[src/rtl/spec_line_sched.sv]
// spec_line_sched: per-line analysis scheduler (frame snapshot, read-address sequencing, freeze handshake).
// Define SPEC_LINE_SCHED_OVRCNT_EN to add the saturating OVR_COUNT overrun counter output.
module spec_line_sched #(
    parameter int ABIT      = 12,
    parameter int OFFSET    = 402,
    parameter int WIN_LEN   = 3200,
    parameter int PRIME_CYC = 2,
    parameter int DRAIN_CYC = 4
) (
    input  logic            CLK,
    input  logic            nRST,
    input  logic            FRAME_START,
    input  logic            LINE_START,
    input  logic [ABIT:0]   WADR,
    input  logic            FREEZE_REQ,
    output logic            FREEZE_ACK,
    output logic [ABIT-1:0] RADR,
    output logic            NCO_START,
    output logic            ACC_CLR,
    output logic            WIN_VALID,
    output logic            LINE_DONE,
    output logic            BUSY,
    output logic            OVERRUN
`ifdef SPEC_LINE_SCHED_OVRCNT_EN
    ,
    output logic [15:0]     OVR_COUNT
`endif
);

    typedef enum logic [1:0] {
        ST_IDLE  = 2'd0,
        ST_PRIME = 2'd1,
        ST_RUN   = 2'd2,
        ST_DRAIN = 2'd3
    } state_t;

    state_t          state_r;
    logic [31:0]     phase_cnt_r;
    logic [ABIT-1:0] addr_left_r;
    logic [ABIT-1:0] radr_r;
    logic [ABIT-1:0] snap_r;
    logic            freeze_r;
    logic            nco_start_r;
    logic            acc_clr_r;
    logic            win_valid_r;
    logic            line_done_r;
    logic            busy_r;
    logic            overrun_r;

    logic            snap_upd_s;
    logic [ABIT-1:0] eff_snap_s;
    logic [ABIT-1:0] base_s;
    logic            ovr_hit_s;
    logic            unused_bank_s;

    // The bank-select LSB of the write pointer plays no part in pair addressing.
    assign unused_bank_s = WADR[0];

    // Effective snapshot with same-cycle FRAME_START bypass, and the derived read base.
    always_comb begin
        snap_upd_s = FRAME_START & ~FREEZE_REQ;
        if (snap_upd_s) begin
            eff_snap_s = WADR[ABIT:1];
        end else begin
            eff_snap_s = snap_r;
        end
        base_s    = eff_snap_s + ABIT'(OFFSET);
        ovr_hit_s = LINE_START & (state_r != ST_IDLE);
    end

    // Snapshot and freeze state; both only move on FRAME_START.
    always_ff @(posedge CLK or negedge nRST) begin
        if (!nRST) begin
            snap_r   <= {ABIT{1'b0}};
            freeze_r <= 1'b0;
        end else if (FRAME_START) begin
            snap_r   <= eff_snap_s;
            freeze_r <= FREEZE_REQ;
        end else begin
            snap_r   <= snap_r;
            freeze_r <= freeze_r;
        end
    end

    // Line sequencer: PRIME -> RUN -> DRAIN with registered strobes and address stream.
    always_ff @(posedge CLK or negedge nRST) begin
        if (!nRST) begin
            state_r     <= ST_IDLE;
            phase_cnt_r <= 32'd0;
            addr_left_r <= {ABIT{1'b0}};
            radr_r      <= {ABIT{1'b0}};
            nco_start_r <= 1'b0;
            acc_clr_r   <= 1'b0;
            win_valid_r <= 1'b0;
            line_done_r <= 1'b0;
            busy_r      <= 1'b0;
            overrun_r   <= 1'b0;
        end else begin
            nco_start_r <= 1'b0;
            acc_clr_r   <= 1'b0;
            line_done_r <= 1'b0;
            overrun_r   <= ovr_hit_s;
            // Address stream runs independently of the phase, stopping after WIN_LEN addresses.
            if ((state_r != ST_IDLE) && (addr_left_r != {ABIT{1'b0}})) begin
                radr_r      <= radr_r + ABIT'(1);
                addr_left_r <= addr_left_r - ABIT'(1);
            end else begin
                radr_r      <= radr_r;
                addr_left_r <= addr_left_r;
            end
            case (state_r)
                ST_IDLE: begin
                    if (LINE_START) begin
                        state_r     <= ST_PRIME;
                        phase_cnt_r <= 32'(PRIME_CYC - 1);
                        radr_r      <= base_s;
                        addr_left_r <= ABIT'(WIN_LEN - 1);
                        nco_start_r <= 1'b1;
                        acc_clr_r   <= 1'b1;
                        busy_r      <= 1'b1;
                    end else begin
                        state_r <= ST_IDLE;
                    end
                end
                ST_PRIME: begin
                    if (phase_cnt_r == 32'd0) begin
                        state_r     <= ST_RUN;
                        win_valid_r <= 1'b1;
                        phase_cnt_r <= 32'(WIN_LEN - 1);
                    end else begin
                        phase_cnt_r <= phase_cnt_r - 32'd1;
                    end
                end
                ST_RUN: begin
                    if (phase_cnt_r == 32'd0) begin
                        state_r     <= ST_DRAIN;
                        win_valid_r <= 1'b0;
                        phase_cnt_r <= 32'(DRAIN_CYC - 1);
                        line_done_r <= (DRAIN_CYC == 1);
                    end else begin
                        phase_cnt_r <= phase_cnt_r - 32'd1;
                    end
                end
                ST_DRAIN: begin
                    if (phase_cnt_r == 32'd0) begin
                        state_r <= ST_IDLE;
                        busy_r  <= 1'b0;
                    end else begin
                        phase_cnt_r <= phase_cnt_r - 32'd1;
                        line_done_r <= (phase_cnt_r == 32'd1);
                    end
                end
                default: begin
                    state_r     <= ST_IDLE;
                    win_valid_r <= 1'b0;
                    busy_r      <= 1'b0;
                end
            endcase
        end
    end

`ifdef SPEC_LINE_SCHED_OVRCNT_EN
    logic [15:0] ovr_count_r;

    // Saturating overrun counter, cleared only by reset.
    always_ff @(posedge CLK or negedge nRST) begin
        if (!nRST) begin
            ovr_count_r <= 16'd0;
        end else if (ovr_hit_s && (ovr_count_r != 16'hFFFF)) begin
            ovr_count_r <= ovr_count_r + 16'd1;
        end else begin
            ovr_count_r <= ovr_count_r;
        end
    end

    assign OVR_COUNT = ovr_count_r;
`endif

    assign FREEZE_ACK = freeze_r;
    assign RADR       = radr_r;
    assign NCO_START  = nco_start_r;
    assign ACC_CLR    = acc_clr_r;
    assign WIN_VALID  = win_valid_r;
    assign LINE_DONE  = line_done_r;
    assign BUSY       = busy_r;
    assign OVERRUN    = overrun_r;

endmodule

[config.mk]
export PLATFORM = sky130hd
export DESIGN_NAME = spec_line_sched
export DESIGN_NICKNAME = d
export VERILOG_FILES = /design/src/rtl/spec_line_sched.sv
export SDC_FILE = /design/constraint.sdc
export NUM_CORES = 1
export LEC_CHECK = 0
export ABC_CLOCK_PERIOD_IN_PS = 3200
export BUFFER_PORTS_ARGS = -buffer_cell sky130_fd_sc_hd__buf_2
export CAP_MARGIN = 20
export CORE_UTILIZATION = 45
export DETAILED_ROUTE_END_ITERATION = 6
export PLACE_DENSITY_LB_ADDON = 0.2
export SLEW_MARGIN = 0
export SYNTH_ARGS = -nofsm -noshare
export SYNTH_HDL_FRONTEND = slang
export SYNTH_SLANG_ARGS = --single-unit
[constraint.sdc]
create_clock -name CLK -period 3.2 [get_ports CLK]
set_clock_uncertainty 0.15 [all_clocks]
set_input_delay 0.48 -clock CLK [delete_from_list [all_inputs] [get_ports CLK]]
set_output_delay 0.48 -clock CLK [all_outputs]
set_load 0.05 [all_outputs]
======== Word level (Yosys, flattened, before mapping) ========
Index checks and enable logic that the tools add are counted.
storage, ports and cells
  register bits after elaboration ......... 76
  bits of input ports ..................... 18
  output and inout port bits .............. 19
  word-level logic and storage cells ...... 64
operators by class
  add/subtract/negate cells ............... 4
  equality and inequality tests ........... 9
  multiplexer cells ....................... 26
  bitwise logic cells ..................... 3
  reductions and logical operators ........ 11
operators by type and width
  kind                   count
  $mux 32                4
  $pmux 32 s4            1
  $mux 12                7
  $eq 32x1->1 const B    1
  $logic_not 32->1       1
  $sub 32x1->32 const B  1
  $add 12x1->12 const B  1
  $add 12x9->12 const B  1
  $reduce_bool 12->1     1
  $sub 12x1->12 const B  1
  $ne 2x2->1 const B     5
  $reduce_and 3->1       3
  $mux 1                 8
  $pmux 2 s4             1
  $mux 2                 3
  $reduce_bool 2->1      3
  $eq 2x2->1 const B     2
  $pmux 1 s2             2
  $and 1x1->1            2
  $eq 2x1->1 const B     1
  $logic_not 2->1        1
  $reduce_and 2->1       1
  $logic_and 1x1->1      1
  $not 1->1              1

======== Depth between registers and ports, before layout ========
Gate-level depths: netlist of the first run.
  word-level depth ........................ 6
  mapped depth ............................ 10
  mapped depth without buffers ............ 8

======== Least setup slack after synthesis of the first run ========
No wires, ideal clock.
  path kind ............................... input port to flip-flop
  start point ............................. input port FREEZE_REQ
  end point ............................... register radr_r[11], in the netlist RADR[11]
  library setup time ...................... 0.131 ns
  arrival time ............................ 2.913 ns
  data required time ...................... 2.919 ns
  slack ................................... 0.006 ns
  stages on the path ...................... 10
  buffers on the path ..................... 2
  cell sequence ........................... nand2b_1 -> buf_1 -> clkbuf_1 -> mux2_2 -> ha_1 -> inv_1 -> o21ai_0 -> a21boi_0 -> mux2i_1 -> or3_1
on the way
  word-level cells in the longest chain between the ends .. 6
ends and longest elaborated chain
  element               line  text
  start, declared       15    input logic FREEZE_REQ,
  $not 1->1             61    snap_upd_s = FRAME_START & ~FREEZE_REQ;
  $and 1x1->1           61
  $mux 12               62    if (snap_upd_s) begin
  via eff_snap_s[1]     51    logic [ABIT-1:0] eff_snap_s;
  $add 12x9->12         67    base_s = eff_snap_s + ABIT'(OFFSET);
  $mux 12               113   if (LINE_START) begin
  $mux 12               111   case (state_r)
  end signal, assigned  105   radr_r <= radr_r + ABIT'(1);
  end signal, assigned  108   radr_r <= radr_r;
  end signal, assigned  116   radr_r <= base_s;
  end, declared         40    logic [ABIT-1:0] radr_r;
The timed path passes the listed nets, and every way through them passes these cells.
A chain may end at the register's enable or synchronous reset.

======== Worst setup path after layout of the first run ========
  start point ............................. register phase_cnt_r[12]
  end point ............................... register phase_cnt_r[12]
on the way
  word-level cells in the longest chain between the ends .. 3
ends and longest elaborated chain
  element                                                   line  text
  start, declared                                           38    logic [31:0] phase_cnt_r;
  start signal, assigned                                    115   phase_cnt_r <= 32'(PRIME_CYC - 1);
  start signal, assigned                                    129   phase_cnt_r <= 32'(WIN_LEN - 1);
  start signal, assigned                                    131   phase_cnt_r <= phase_cnt_r - 32'd1;
  $sub 32x1->32 / $logic_not 32->1 (equally long branches)  -
  $mux 32 (tied with other cells)                           145   if (phase_cnt_r == 32'd0) begin
  $pmux 32 s4 / $reduce_and 2->1 (equally long branches)    -
Several ways; a longest one is shown, not always the timed one. The select of a mux whose other input is x is not followed.

==> impl_metrics.env, run 1 <==
export IMPL_status="completed"
export IMPL_pwr_share_comb=0.081
export IMPL_syn_area_per_cell_sq_um=9.67
export IMPL_fillers=839
export IMPL_antenna_cells=0
export IMPL_clock_latency_ns=0.35
export IMPL_final_seq_area_sq_um=1900
export IMPL_report_final_slew_viol_count=0
export IMPL_grt_use_total=0.207
export IMPL_syn_inst=443
export IMPL_synth_top_area_cell="dfrtp_1"
export IMPL_gp_congestion=0.781
export IMPL_synth_seq_area_share=0.444
export IMPL_synthArstFlopShare=1.00
export IMPL_cp_arrival_ns=2.88
export IMPL_die_width_um=99.5
export IMPL_synth_area_leaders="dfrtp_1 44%, mux2i_1 3.7%, xnor2_1 3.7%"
export IMPL_portBuffers=35
export IMPL_final_common_cell="dfrtp_1"
export IMPL_yosys_cell_types_count=57
export IMPL_drc=0
export IMPL_routedWlPerCell_um=15.5
export IMPL_core_area_sq_um=9240
export IMPL_crit_type="register to register"
export IMPL_grt_pass1_wl_um=16200
export IMPL_power_frac_seq=0.519
export IMPL_critPathLaunchType="register"
export IMPL_ioPinCount=37
export IMPL_tightest_slew_ns=0.936
export IMPL_drtIter0Drc=164
export IMPL_drive_above_1_share=0.175
export IMPL_peakVddDrop_v=0.000237
export IMPL_ys_ff_latch=76
export IMPL_max_freq_ghz=0.355
export IMPL_htreeDepth=3
export IMPL_post_cts_buffers=0
export IMPL_root_buffer="clkbuf_8"
export IMPL_area_delta_synth_final_pct=12.8
export IMPL_swShare=0.242
export IMPL_clkSinkCount=76
export IMPL_clkPwrFrac=0.400
export IMPL_post_place_cells=597
export IMPL_synth_edf_count=0
export IMPL_cts_buffers=9
export IMPL_rsz0062_at_grt="false"
export IMPL_pre_cts_ws_ns=0.316
export IMPL_dp_hpwl_um=6660
export IMPL_synth_fp_nets=472
export IMPL_cap_violations=0
export IMPL_fin_ws_ns=0.385
export IMPL_grt_pass1_vias=3463
export IMPL_multiInputGateArea_sq_um=2220
export IMPL_yosys_area_top_type_share=0.444
export IMPL_period_minus_slack_ns=2.81
export IMPL_p_sw_uw=464
export IMPL_die_y_um=99.5
export IMPL_die_area_sq_um=9910
export IMPL_tns_ns=0
export IMPL_synth_main_ff_cell="dfrtp_1"
export IMPL_wl_um=9560
export IMPL_relSlewSlack=0.376
export IMPL_via_per_inst=5.63
export IMPL_fin_nets=510
export IMPL_setup_viol=0
export IMPL_syn_area_sq_um=4280
export IMPL_synth_warnings=0
export IMPL_grt_antenna_before_repair=0
export IMPL_hold_path_class="input port to register"
export IMPL_drtPass1Iterations=4
export IMPL_final_cell_mix="76 x dfrtp_1, 40 x nand2_1, 34 x buf_2, 31 x o21ai_0, 29 x nor2_1"
export IMPL_intPower_uw=1450
export IMPL_vias=3463
export IMPL_grt_max_degree=77
export IMPL_p_leak_uw=0.00202
export IMPL_final_min_period_over_clock_period=0.880
export IMPL_power_density_nw_per_um2=397
export IMPL_cts_path_max_buffers=2
export IMPL_cp_required_ns=3.27
export IMPL_hold_violations=0
export IMPL_path_clk_slew_ns=0.08
export IMPL_initial_core_util=0.463
export IMPL_critPathCaptureType="register"
export IMPL_fin_cells=615
export IMPL_whs_ns=0.231
export IMPL_tritoncts="built"
export IMPL_num_rows=35
export IMPL_grt_overflow_total=0
export IMPL_postRouteAntennaNets=0
export IMPL_cp_max_fo=18
==> cell usage after synthesis (3+ instances only) <==
cell      count
a21o_1        5
a21oi_1      23
or3_1         8
dfrtp_1      76
mux2i_1      16
inv_1        19
nand2_1      40
nand4_1       7
and3_1        3
buf_2         7
o211ai_1      3
o21ai_0      31
a31oi_1      11
mux2_2       12
xor2_1        6
nand3_1      12
clkbuf_1      6
or4_4         4
o21a_1        4
or4_1         3
nor2b_1       4
nor2_1       29
nand2b_1      4
nor3_1       17
and2_1        3
xnor2_1      18
a211oi_1      3
a22o_1       10
ha_1         11
nor4_1       12
o31ai_1       3
==> metrics by stage <==
stage | util | power (uW) | cell area (sq um)
floorplan | - | 1110 | 4280
global placement | 0.497 | 1160 | 4590
detailed placement | 0.497 | 1170 | 4590
CTS | 0.518 | 1930 | 4790
global route | 0.523 | 2000 | 4830
finish | 0.523 | 1920 | 4830
==> critical path: stages, from the launching register on <==
cell	delay [ns]
dfrtp_1	0.44
or4_4	0.61
nor4_4	0.28
nand3_2	0.22
o21a_1	0.44
buf_4	0.30
a21oi_1	0.16
a21oi_1	0.09
==> final cells by class <==
class                           count  share of cell area
Clock buffer                       12              0.0321
Clock inverter                      4             0.00985
Inverter                           19              0.0148
Multi-Input combinational cell    330               0.459
Sequential cell                    76               0.394
Tap cell                          129              0.0334
Timing Repair Buffer               45              0.0570
==> cell families (layout without fill, tap and decap cells) <==
family,Yosys count,count (layout),share of synthesized area
AND/OR/NAND/NOR,157,157,0.198
AO/OA/AOI/OAI,110,110,0.169
flip-flops,76,76,0.444
buffers and inverters,37,80,0.0383
multiplexers,28,28,0.0690
XOR/XNOR,24,24,0.0491
adder cells (fa/ha/maj),11,11,0.0321
==> path summary, 6_finish.rpt <==
kind | startpoint | endpoint | slack (ns) | cells past startpoint
worst max-delay path | phase_cnt_r[12] | phase_cnt_r[12] | 0.39 | 7
worst min-delay path | FREEZE_REQ | FREEZE_ACK | 0.23 | 2
worst max register to register | phase_cnt_r[12] | phase_cnt_r[12] | 0.39 | 7
worst min register to register | phase_cnt_r[30] | phase_cnt_r[30] | 0.34 | 1
max in group asynchronous | nRST | addr_left_r[10] | 1.88 | 3
min in group asynchronous | nRST | phase_cnt_r[6] | 0.43 | 2
==> power by group through the flow <==
stage / Combinational [uW] / Clock (uW) / Sequential, uW
2_1_floorplan: 92.3 / 0 / 1020
3_3_place_gp: 151 / 0 / 1010
3_5_place_dp: 153 / 0 / 1020
4_1_cts: 153 / 784 / 996
5_1_grt: 174 / 823 / 999
6_report: 155 / 766 / 996
==> registers in the layout (all words and copies together) (netlist names) <==
name,count
addr_left_r,12
state_r,2
FREEZE_ACK,1
LINE_DONE,1
phase_cnt_r,32
RADR,12
ACC_CLR,1
WIN_VALID,1
OVERRUN,1
BUSY,1
snap_r,12
==> timing repair <==
item	in CTS	in global routing
hold endpoints to repair	0	25
hold buffers	0	1
resized for setup	0	0
==> routing by layer <==
layer	wire length (um)	track usage	part of all wire	vias to the layer above
met4	139	0.0656	0.015	0
met1	4220	0.259	0.44	1684
met5	0	0	0	-
li1	-	-	-	1689
met3	434	0.0576	0.045	13
met2	4760	0.347	0.50	77
Power figures use the tool's default switching activity.
==> run 2, diff against run 1 <==
Settings changed: CAP_MARGIN 20 to 5, CORE_UTILIZATION 45 to 55.
==> run 2 against run 1 <==
Effect of this change:
- final area down 1.6%
- non-clock buffer count down 2
- largest cell class unchanged
- highest routed layer unchanged
- clock power down 2%
- sequential cell count unchanged
- die area down 18%
- fmax up 1.2%
- critical path depth down 1
- critical path type unchanged
- core utilization up 12 points
==> impl_metrics.env, run 2 (same netlist as run 1, synthesis figures left out) <==
export IMPL_tns_ns=0
export IMPL_final_min_period_over_clock_period=0.869
export IMPL_die_y_um=90.2
export IMPL_drc=0
export IMPL_worstSetupStartpoint="phase_cnt_r[12]"
export IMPL_cap_violations=0
export IMPL_grt_pass1_vias=3433
export IMPL_ctsHoldBuffers=0
export IMPL_root_buffer="clkbuf_8"
export IMPL_htreeDepth=3
export IMPL_core_area_sq_um=7370
export IMPL_grt_antenna_before_repair=0
export IMPL_postRouteAntennaNets=0
export IMPL_use_met1=0.351
export IMPL_grt_pass1_wl_um=16300
export IMPL_drtIter0Drc=193
export IMPL_post_dp_cell_area_sq_um=4550
export IMPL_final_seq_area_sq_um=1900
export IMPL_area_delta_synth_final_pct=11.0
export IMPL_ff2ff_path_depth=6
export IMPL_grt_use_met2=0.382
export IMPL_clock_latency_ns=0.35
export IMPL_clkSinkCount=76
export IMPL_critPathLaunchType="register"
export IMPL_vias=3531
export IMPL_period_minus_slack_ns=2.78
export IMPL_grt_busiest_layer="met2"
export IMPL_fillers=634
export IMPL_met3_usage=0.0423
export IMPL_initial_core_util=0.581
export IMPL_gp_congestion=0.815
export IMPL_multiInputGateArea_sq_um=2220
export IMPL_crit_end="phase_cnt_r[4]"
export IMPL_drive_above_1_share=0.174
export IMPL_fin_nets=508
export IMPL_power_uw=1900
export IMPL_cts_buffers=9
export IMPL_rsz0062_at_grt="false"
export IMPL_peakVddDrop_v=0.000228
export IMPL_final_cell_mix="76 x dfrtp_1, 40 x nand2_1, 34 x buf_2, 31 x o21ai_0, 29 x nor2_1"
export IMPL_setup_viol=0
export IMPL_cp_max_fo=10
export IMPL_r2r_slack_ns=0.42
export IMPL_fin_ws_ns=0.419
export IMPL_power_density_nw_per_um2=400
export IMPL_via_per_inst=6.07
export IMPL_antenna_cells=0
export IMPL_hold_path_class="input port to async pin"
export IMPL_tritoncts="built"
export IMPL_relSlewSlack=0.367
export IMPL_status="completed"
export IMPL_cp_required_ns=3.29
export IMPL_cts_resized=0
export IMPL_hold_violations=0
export IMPL_p_leak_uw=0.00200
export IMPL_r2r_start="phase_cnt_r[12]"
export IMPL_critPathCaptureType="register"
export IMPL_wl_um=9270
export IMPL_drtPass1Iterations=5
export IMPL_num_rows=31
export IMPL_report_final_slew_viol_count=0
export IMPL_die_area_sq_um=8140
export IMPL_crit_type="register to register"
export IMPL_pre_cts_ws_ns=0.383
export IMPL_grt_use_total=0.249
export IMPL_reg2reg_to="phase_cnt_r[4]"
export IMPL_cts_path_max_buffers=2
export IMPL_routedWlPerCell_um=15.9
export IMPL_ioPinCount=37
export IMPL_max_freq_ghz=0.360
export IMPL_grt_overflow_total=0
export IMPL_largest_register="phase_cnt_r"
export IMPL_portBuffers=35
export IMPL_largest_reg_flops=32
export IMPL_die_width_um=90.2
export IMPL_cp_arrival_ns=2.87
export IMPL_path_clk_slew_ns=0.08
export IMPL_grt_max_degree=77
export IMPL_post_cts_buffers=0
export IMPL_tightest_slew_ns=0.949
export IMPL_final_cell_area_sq_um=4750
export IMPL_dp_hpwl_um=6400
export IMPL_final_common_cell="dfrtp_1"
[run 2: critical path: stages (launching register included)]
cell and delay, ns:
dfrtp_1 0.45, or4_4 0.61, nor4_4 0.30, nand3_2 0.22, o31ai_4 0.46, o21ai_0 0.17
a22o_1 0.29
[run 2: final cells by class]
class,instances,area share
clock inverter,4,0.0103
timing repair buffer,43,0.0500
tap,99,0.0261
multi-input combinational,330,0.466
inverter,19,0.0150
clock buffer,11,0.0319
sequential,76,0.400
[run 2: report_power, final]
group | switching, uW | leakage [uW] | internal [uW]
logic | 89.9 | 0.00104 | 62.9
registers | 12.4 | 0.000855 | 984
clock network | 355 | 0.000105 | 397
total | 457 | 0.00200 | 1440
[run 2: metal layers]
layer  wire length, um  vias up
li1                  -     1688
met1              4390     1740
met2              4280       88
met3               418       15
met4               179        0
met5                 0        -
[run 2: through the flow]
| stage | hold slack, ns | utilization | cells |
|---|---|---|---|
| after floorplan | 0.0344 | - | 443 |
| after global placement | 0.306 | 0.617 | 567 |
| after detailed placement | 0.318 | 0.617 | 567 |
| after CTS | 0.157 | 0.645 | 582 |
| after global routing | 0.222 | 0.645 | 582 |
| final | 0.118 | 0.645 | 582 |
[run 2: worst min path at each step]
stage	startpoint	end	slack, ns	cells past startpoint
after floorplan	nRST	ACC_CLR	0.03	0
after global placement	phase_cnt_r[11]	phase_cnt_r[11]	0.31	1
after detailed placement	phase_cnt_r[11]	phase_cnt_r[11]	0.32	1
after CTS	nRST	phase_cnt_r[25]	0.16	1
after global routing	nRST	phase_cnt_r[17]	0.22	1
final	nRST	snap_r[7]	0.12	1
==> run 3, diff against run 2 <==
Settings changed: RECOVER_POWER set to 50.
==> run 3 against run 2 <==
Effect of this change:
- the run now ends with max-capacitance violations, max-slew violations left
- core utilization about the same
- largest cell class unchanged
- critical path type unchanged
- combinational power about the same
- final area barely moved
- clock power hardly changed
- highest routed layer unchanged
==> impl_metrics.env, run 3 (same netlist as run 1, synthesis figures left out) <==
export IMPL_drtIter0Drc=197
export IMPL_power_uw=1900
export IMPL_multiInputGateArea_sq_um=2220
export IMPL_root_buffer="clkbuf_8"
export IMPL_drc=0
export IMPL_largest_register="phase_cnt_r"
export IMPL_core_area_sq_um=7370
export IMPL_tightest_slew_ns=1.87
export IMPL_report_final_slew_viol_count=77
export IMPL_antenna_cells=0
export IMPL_swShare=0.241
export IMPL_grt_use_total=0.249
export IMPL_clkSinkCount=76
export IMPL_routedWlPerCell_um=15.9
export IMPL_final_cell_area_sq_um=4750
export IMPL_hold_path_class="input port to register"
export IMPL_grt_max_degree=77
export IMPL_p_sw_uw=457
export IMPL_cts_buffers=9
export IMPL_fillers=634
export IMPL_status="finished, violations left"
export IMPL_critPathLaunchType="register"
export IMPL_tns_ns=0
export IMPL_post_dp_cell_area_sq_um=4550
export IMPL_setup_viol=0
export IMPL_final_cell_mix="76 x dfrtp_1, 40 x nand2_1, 34 x buf_2, 31 x o21ai_0, 29 x nor2_1"
export IMPL_path_cells="or4_4, nor4_4, nand3_2, o31a_1, o21ai_0, a22o_1"
export IMPL_grt_pass1_wl_um=16300
export IMPL_critPathCaptureType="register"
export IMPL_max_freq_ghz=0.359
export IMPL_die_width_um=90.2
export IMPL_path_clk_slew_ns=0.08
export IMPL_drive_above_1_share=0.166
export IMPL_clock_latency_ns=0.35
export IMPL_p_leak_uw=0.00200
export IMPL_die_area_sq_um=8140
export IMPL_via_per_inst=6.02
export IMPL_cts_path_max_buffers=2
export IMPL_die_y_um=90.2
export IMPL_drtPass1Iterations=5
export IMPL_power_density_nw_per_um2=400
export IMPL_cap_violations=1
export IMPL_cp_max_fo=25
export IMPL_post_cts_buffers=0
export IMPL_num_rows=31
export IMPL_crit_type="register to register"
export IMPL_postRouteAntennaNets=0
export IMPL_peakVddDrop_v=0.000228
export IMPL_intPower_uw=1440
export IMPL_portBuffers=35
export IMPL_cp_slowest_stage_delay_ns=0.61
export IMPL_rsz0062_at_grt="false"
export IMPL_vias=3505
export IMPL_grt_antenna_before_repair=0
export IMPL_grt_pass1_vias=3433
export IMPL_pwr_share_comb=0.079
export IMPL_ioPinCount=37
export IMPL_post_place_cells=567
export IMPL_largest_reg_flops=32
export IMPL_tritoncts="built"
export IMPL_violations="max-capacitance violations, max-slew violations"
export IMPL_power_frac_seq=0.525
export IMPL_period_minus_slack_ns=2.78
export IMPL_final_seq_area_sq_um=1900
export IMPL_dp_hpwl_um=6400
export IMPL_final_min_period_over_clock_period=0.870
export IMPL_initial_core_util=0.581
export IMPL_gp_congestion=0.815
export IMPL_area_delta_synth_final_pct=10.9
export IMPL_cts_resized=0
export IMPL_hold_violations=0
export IMPL_relSlewSlack=-0.245
export IMPL_cp_arrival_ns=2.92
export IMPL_fin_cells=582
export IMPL_wl_um=9280
export IMPL_whs_ns=0.215
export IMPL_final_common_cell="dfrtp_1"
export IMPL_grt_overflow_total=0
export IMPL_fin_nets=508
export IMPL_clkPwrFrac=0.396
export IMPL_htreeDepth=3
export IMPL_ctsHoldBuffers=0
export IMPL_cpMaxStageDelayCell="or4_4"
export IMPL_cp_required_ns=3.34
[run 3: final timing paths]
check	from	end	slack, ns	depth (start not counted)
setup / recovery	phase_cnt_r[12]	phase_cnt_r[4]	0.42	6
hold / removal	FREEZE_REQ	FREEZE_ACK	0.22	2
setup reg to reg	phase_cnt_r[12]	phase_cnt_r[4]	0.42	6
hold reg to reg	phase_cnt_r[11]	phase_cnt_r[11]	0.33	1
max in group asynchronous	nRST	phase_cnt_r[3]	1.31	1
min in group asynchronous	nRST	phase_cnt_r[25]	0.49	1
[run 3: area by class of cell]
| cell class | instances | share of cell area |
|---|---|---|
| inverters | 19 | 0.0150 |
| repair buffers | 43 | 0.0495 |
| clock buffers | 11 | 0.0319 |
| clock inverters | 4 | 0.0103 |
| well taps | 99 | 0.0261 |
| multi-input cells | 330 | 0.467 |
| flip-flops and latches | 76 | 0.401 |
[run 3: per-stage QoR]
stage,worst slack (ns),util
floorplan,0.00601,-
global placement,0.461,0.617
detailed placement,0.383,0.617
CTS,0.412,0.645
global route,0.222,0.644
finish,0.417,0.644
[run 3: worst max-delay path, delay by kind of cell (launching register included)]
kind,cells,cell delay [ns]
DFF,1,0.45
AOI/OAI and AO/OA,3,0.97
and+or+nand+nor,3,1.13
[run 3: power by group through the flow]
| stage | logic, uW | clock network (uW) | registers, uW |
|---|---|---|---|
| 2_1_floorplan | 92.3 | 0 | 1020 |
| 3_3_place_gp | 149 | 0 | 1010 |
| 3_5_place_dp | 152 | 0 | 1020 |
| 4_1_cts | 154 | 771 | 996 |
| 5_1_grt | 167 | 805 | 1000 |
| 6_report | 151 | 752 | 996 |
[run 3: metal layers]
layer  GRT usage  vias to the layer above  part of all wire
met3      0.0423                       13             0.042
li1            -                     1691                 -
met1       0.351                     1713              0.48
met4      0.0995                        0             0.016
met2       0.382                       88              0.46
met5           0                        -                 0
